File: src/rtl/conv_mac_unit.sv
// Sequential convolution MAC: one output pixel = bias + sum over D*F*F signed products.
// A single multiplier handles one element per cycle; valid/ready on both sides.
//
// state | meaning
// IDLE  | waiting for a job, i_ready high
// RUN   | one multiply-accumulate per cycle over the latched window/filter
// DONE  | result held on o_result with o_valid high until o_ready
module conv_mac_unit #(
  parameter int IN_W  = 8,
  parameter int OUT_W = 32,
  parameter int F     = 3,
  parameter int D     = 1
) (
  input  logic                    clk,
  input  logic                    reset,
  input  logic                    i_valid,
  output logic                    i_ready,
  input  logic [D*F*F*IN_W-1:0]   i_window,
  input  logic [D*F*F*IN_W-1:0]   i_filter,
  input  logic [OUT_W-1:0]        i_bias,
  input  logic                    i_relu_en,
  output logic                    o_valid,
  input  logic                    o_ready,
  output logic [OUT_W-1:0]        o_result
);

  localparam int N     = D * F * F;
  localparam int CNT_W = (N > 1) ? $clog2(N) : 1;
  localparam logic [CNT_W-1:0] LAST = CNT_W'(N - 1);

  typedef enum logic [1:0] {IDLE, RUN, DONE} state_e;

  state_e                  state_q, state_d;
  logic [CNT_W-1:0]        cnt_q, cnt_d;
  logic signed [OUT_W-1:0] acc_q, acc_d;
  logic signed [OUT_W-1:0] result_q, result_d;
  logic [N*IN_W-1:0]       win_q, win_d;
  logic [N*IN_W-1:0]       filt_q, filt_d;
  logic                    relu_q, relu_d;

  logic signed [IN_W-1:0]   win_el, filt_el;
  logic signed [2*IN_W-1:0] prod;
  logic signed [OUT_W-1:0]  prod_ext, sum;

  // Explicit element mux keeps the select in range for every legal N, including N=1.
  always_comb begin
    win_el  = '0;
    filt_el = '0;
    for (int k = 0; k < N; k++) begin
      if (cnt_q == CNT_W'(k)) begin
        win_el  = win_q[IN_W*k +: IN_W];
        filt_el = filt_q[IN_W*k +: IN_W];
      end
    end
  end

  assign prod     = win_el * filt_el;
  assign prod_ext = OUT_W'(prod);
  assign sum      = acc_q + prod_ext;

  always_comb begin
    state_d  = state_q;
    cnt_d    = cnt_q;
    acc_d    = acc_q;
    result_d = result_q;
    win_d    = win_q;
    filt_d   = filt_q;
    relu_d   = relu_q;
    case (state_q)
      IDLE: begin
        if (i_valid) begin
          win_d   = i_window;
          filt_d  = i_filter;
          relu_d  = i_relu_en;
          acc_d   = i_bias;
          cnt_d   = '0;
          state_d = RUN;
        end
      end
      RUN: begin
        acc_d = sum;
        cnt_d = cnt_q + 1'b1;
        if (cnt_q == LAST) begin
          result_d = (relu_q && sum[OUT_W-1]) ? '0 : sum;
          state_d  = DONE;
        end
      end
      DONE: begin
        if (o_ready) state_d = IDLE;
      end
      default: state_d = IDLE;
    endcase
  end

  always_ff @(posedge clk) begin
    if (reset) begin
      state_q  <= IDLE;
      cnt_q    <= '0;
      acc_q    <= '0;
      result_q <= '0;
      win_q    <= '0;
      filt_q   <= '0;
      relu_q   <= 1'b0;
    end else begin
      state_q  <= state_d;
      cnt_q    <= cnt_d;
      acc_q    <= acc_d;
      result_q <= result_d;
      win_q    <= win_d;
      filt_q   <= filt_d;
      relu_q   <= relu_d;
    end
  end

  assign i_ready  = (state_q == IDLE);
  assign o_valid  = (state_q == DONE);
  assign o_result = result_q;

endmodule
File: config.mk
export PLATFORM = sky130hd
export DESIGN_NAME = conv_mac_unit
export DESIGN_NICKNAME = d
export VERILOG_FILES = /design/src/rtl/conv_mac_unit.sv
export SDC_FILE = /design/constraint.sdc
export NUM_CORES = 1
export LEC_CHECK = 0
export CELL_PAD_IN_SITES_DETAIL_PLACEMENT = 1
export CELL_PAD_IN_SITES_GLOBAL_PLACEMENT = 1
export CORE_AREA = 2 2 180 218
export DETAILED_ROUTE_END_ITERATION = 8
export DIE_AREA = 0 0 182 220
export PLACE_DENSITY_LB_ADDON = 0.1
export SETUP_SLACK_MARGIN = 0.05
export SYNTH_ARGS = -nofsm -noshare
export SYNTH_HDL_FRONTEND = slang
export SYNTH_SLANG_ARGS = --single-unit
export TNS_END_PERCENT = 30
File: constraint.sdc
create_clock -name clk -period 8.4 [get_ports clk]
set_input_delay 0.84 -clock clk [delete_from_list [all_inputs] [get_ports clk]]
set_output_delay 0.84 -clock clk [all_outputs]
set_load 0.005 [all_outputs]
# Yosys cells after proc, flatten, opt, wreduce, memory -nomap -nowiden
# Cells that the tools add are included.
# Widths: inputs -> output; s select.
[word_totals]
ff_bits = 215
input_bits = 181
elab_cells = 58
[op_classes]
n_addsub = 2
mul = 1
eq_ne = 13
muxes = 27
reduce_logical = 8
[op_table]
columns = ["operator", "count"]
rows = [
  ["$mux 8", 18],
  ["$mux 32", 2],
  ["$pmux 32 s2", 1],
  ["$add 32x16->32", 1],
  ["$eq 4x3->1 const B", 4],
  ["$mul 8x8->16", 1],
  ["$eq 4x2->1 const B", 2],
  ["$pmux 4 s2", 1],
  ["$mux 2", 3],
  ["$pmux 2 s3", 1],
  ["$reduce_and 2->1", 3],
  ["$add 4x1->4 const B", 1],
  ["$eq 4x1->1 const B", 1],
  ["$eq 4x4->1 const B", 1],
  ["$logic_not 4->1", 1],
  ["$mux 4", 1],
  ["$ne 2x2->1 const B", 2],
  ["$reduce_and 3->1", 1],
  ["$eq 2x1->1 const B", 1],
  ["$eq 2x2->1 const B", 1],
  ["$logic_not 2->1", 1],
  ["$ne 2x1->1 const B", 1],
  ["$reduce_bool 2->1", 1],
  ["$logic_and 1x1->1", 1],
]

# Logic depth before layout (Yosys ltp)
[depth]
word_depth = 14
mapped_depth = 37
depth_no_buf = 34

# Least setup slack after synthesis
# No wires, ideal clock.
[synth_path]
path_kind = "register to register"
start = "register cnt_q[1]"
end = "register result_q[10] (netlist: o_result[10])"
t_arrival_ns = 8.766
slack_ns = -0.424
path_stages_with_launch = 32
period_less_slack_ns = 8.824
cell_sequence = "dfxtp_1 > inv_1 > ha_1 > nor4b_2 > a221o_1 > o211ai_1 > nand3_1 > o21ai_0 > nand2_1 > o21ai_0 > a21oi_1 > a21o_1 > nor2b_1 > fa_1 > fa_1 > fa_1 > inv_1 > fa_1 > inv_1 > ha_1 > ha_1 > a21oi_1 > nand2_1 > a2111o_1 > nand2_2 > a31oi_1 > o211a_1 > nor2_2 > xnor2_1 > a211oi_4 > buf_6 > a22o_1"
[synth_between]
elab_chain_cells = 14
elab_cells_between_ends = 32
classes_between = "1 x add/sub; 1 x mul; 8 x eq/ne; 19 x mux; 3 x reduce/logical"
[synth_lines]
columns = ["item", "line", "text"]
rows = [
  ["start, declared", "34", "logic [CNT_W-1:0] cnt_q, cnt_d;"],
  ["start signal, assigned", "106", "cnt_q <= cnt_d;"],
  ["$logic_not 4->1", "50", "if (cnt_q == CNT_W'(k)) begin"],
  ["$mux 8 (9 in a row)", "50", ""],
  ["$mul 8x8->16", "57", "assign prod = win_el * filt_el;"],
  ["$add 32x16->32", "59", "assign sum = acc_q + prod_ext;"],
  ["$logic_and 1x1->1", "84", "result_d = (relu_q && sum[OUT_W-1]) ? '0 : sum;"],
  ["$mux 32", "84", ""],
  ["end signal, assigned", "108", "result_q <= result_d;"],
  ["end, declared", "36", "logic signed [OUT_W-1:0] result_q, result_d;"],
]
# Parallel ways exist; a longest one is shown, timed or not.
# A chain may end at the register's enable or synchronous reset.

# Worst setup path in the final report
[layout_path]
start = "register cnt_q[1]"
end = "register result_q[20] (netlist: o_result[20])"
# Same word-level chain as after synthesis.

==> flow_summary_export.csv <==
group,metric,value,unit
cells_and_area,final_cells,2342,
floorplanning,dieArea,40000,um^2
detailed_routing,postRouteAntennaNets,0,
timing,rsz0062_at_grt,"no",
place,dpl.cell_count,2273,
cts,cts-buffers-inserted,26,
synth,yosysTopAreaCell,"dfxtp_1",
cells_and_area,fill_cells,4508,
cts,path_clk_slew,0.06,ns
global_route,grt-ovfl-total,0,
outcome,outcome,"finished clean",
global_route,grt_pass1_vias,13076,
synth,ys.flop_type,"dfxtp_1",
floorplanning,die_x,182,um
global_route,grt_pass1_wl,71.2,mm
cells_and_area,seq_area,4310,um^2
detailed_routing,drt_iter0_drc,456,
synth,synth_nets,2014,
cells_and_area,final_nets,2226,
critical_path,criticalPathCategory,"reg2reg",
power,powerDensity,188,nW/um^2
timing,timing.hold.ws,0.451,ns
timing,relSlewSlack,23.8,%
critical_path,required,8.82,ns
cells_and_area,multiInputGateArea,8890,um^2
floorplanning,ioPinCount,215,
critical_path,start_kind,"flip-flop",
power,peakVddDrop,0.135,mV
critical_path,max_stage_delay,0.48,ns
detailed_routing,wl,45.6,mm
critical_path,crit_fanout,14,
global_route,track_usage,22.6,%
detailed_routing,wl_per_cell,19.5,um
power,power,3.35,mW
job,maxCapViolCount,0,
critical_path,cp.arrival,8.44,ns
timing,drv_slew,0,
cells_and_area,drive_above_1_share,8.14,%
cells_and_area,layout_common_cells,"nand2_1 (362), dfxtp_1 (214), clkdlybuf4s50_1 (213), a21oi_1 (209), fa_1 (134)",
synth,async_flop_share,0,%
cells_and_area,layout_commonest_cell,"nand2_1",
synth,synth_area_leaders,"dfxtp_1 (31%), fa_1 (20%), nand2_1 (9.8%)",
synth,synth_edf_count,0,
cts,root_buffer,"clkbuf_16",
detailed_routing,dr.pass1.iters,4,
timing,skew,0.0198,ns
place,gp_congestion,0.836,
synth,seq_area_frac_synth,31.1,%
synth,synth.avg_cell_area,8.54,um^2
synth,syn-cell-area,13900,um^2
detailed_routing,drc,0,
cells_and_area,areaGrowthSynthToFinish,28.5,%
cts,clk_latency,0.54,ns
timing,finalCritPeriodShare,95.4,%
timing,setup_violations,0,
place,dpl-instance-area,16600,um^2
cells_and_area,final_area,17800,um^2
global_route,grt_max_degree,103,
floorplanning,rows,79,
floorplanning,core_area,38200,um^2
synth,yosys_register_bits,215,
timing,tightest_slew,1.14,ns
floorplanning,die_h,220,um
global_route,antenna_found_initial,0,
cts,cts_tree,"yes",
detailed_routing,viasPerCell,5.18,
place,dp.final_hpwl,34.1,mm
critical_path,critPathSlowestCell,"fa_2",
synth,yosys_warnings,0,
critical_path,crit_path_end_kind,"flip-flop",
timing,max_freq,125,MHz
cts,cts.sinks,215,
synth,syn_inst,1623,
floorplanning,floorplan.initialDensity,36.3,%
timing,finalSetupTns,0,ns
synth,yosysTopAreaCellShare,31.1,%
power,power.leakage,7.84,nW
hold_path,hold_path.class,"reg2reg",
cts,htreeDepth,1,
timing,post-route-min-period,8.02,ns
synth,synth_cell_types,55,
place,port_buffers,214,
cts,cts.path.max_buffers,3,
detailed_routing,vias,12122,
timing,finalHoldViolations,0,
[power by group]
group	internal [mW]	switching, mW
clock	0.668	0.454
combinational	0.466	0.624
sequential	1.09	0.0496
[registers in the layout, summed over array words and instances (netlist names)]
register	flops
o_result	32
acc_q	32
win_q	72
cnt_q	4
relu_q	1
filt_q	72
state_q	2
[critical path: cells and delay by family, from the launching register on]
family	cells	cell delay (ns)
xor gates and xnor gates	1	0.17
adders and majority gates	7	2.71
buffers and inverters	8	1.42
AOI/OAI and AO/OA	12	2.07
and+or+nand+nor	6	1.19
DFF	1	0.33
[metal layers]
| metal | wire, um | part of all wire, % | GRT usage, % | vias to the layer above |
|---|---|---|---|---|
| met3 | 1370 | 3.0 | 2.30 | 44 |
| met4 | 846 | 1.9 | 5.24 | 0 |
| met1 | 19800 | 43 | 28.2 | 6053 |
| met2 | 23600 | 52 | 41.7 | 204 |
| li1 | - | - | - | 5821 |
| met5 | 0 | 0 | 0 | - |
[stage by stage]
step / worst slack [ns] / utilization [%]
finish: 0.384 / 46.7
global route: 0.0139 / 46.7
CTS: 0.102 / 45.8
detailed placement: 0.0770 / 43.5
global placement: 0.324 / 43.5
floorplan: 0.437 / -
[area by class of cell]
class                      instances  share of cell area, %
timing repair buffer             279                   15.2
sequential                       215                   24.2
antenna                            1                 0.0140
inverter                         118                   2.49
clock inverter                     5                  0.204
tap                              486                   3.41
multi-input combinational       1195                   49.9
clock buffer                      43                   4.63
[Yosys cell counts, drive strengths merged, types with 9 or more instances]
cell / instances
a21o: 15
nand2: 364
nor3: 14
xor2: 9
o211ai: 13
buf: 11
dfxtp: 215
nand2b: 12
a22oi: 37
xnor2: 24
ha: 73
o21ai: 34
a21oi: 222
clkbuf: 85
nor2: 89
fa: 137
inv: 118
a221oi: 10
nand3: 21
a22o: 32
a221o: 11
nor2b: 9
[final timing paths]
path | from | endpoint | slack (ns) | cells past startpoint
setup / recovery | cnt_q[1] | o_result[20] | 0.38 | 34
hold / removal | filt_q[50] | filt_q[50] | 0.45 | 2
setup reg to reg | cnt_q[1] | o_result[20] | 0.38 | 34
hold reg to reg | filt_q[50] | filt_q[50] | 0.45 | 2
[logic make-up (layout without fill, tap and decap cells)]
logic type | Yosys count | after routing | synth area share [%]
simple gates | 539 | 540 | 16.0
compound gates | 410 | 410 | 18.4
flops | 215 | 215 | 31.1
buf+inv | 214 | 445 | 5.96
fa+ha+maj | 210 | 210 | 26.4
xor+xnor | 33 | 33 | 2.09
mux | 2 | 2 | 0.144
other cells | 0 | 1 | 0
[repair_timing]
action | in CTS | in global routing
setup endpoints to repair | 32 | 40
cloned | 1 | 2
resized for setup | 0 | 36
pin swaps | 0 | 8
setup buffers | 0 | 17
hold buffers | 0 | 0
Power figures use the tool's default switching activity.
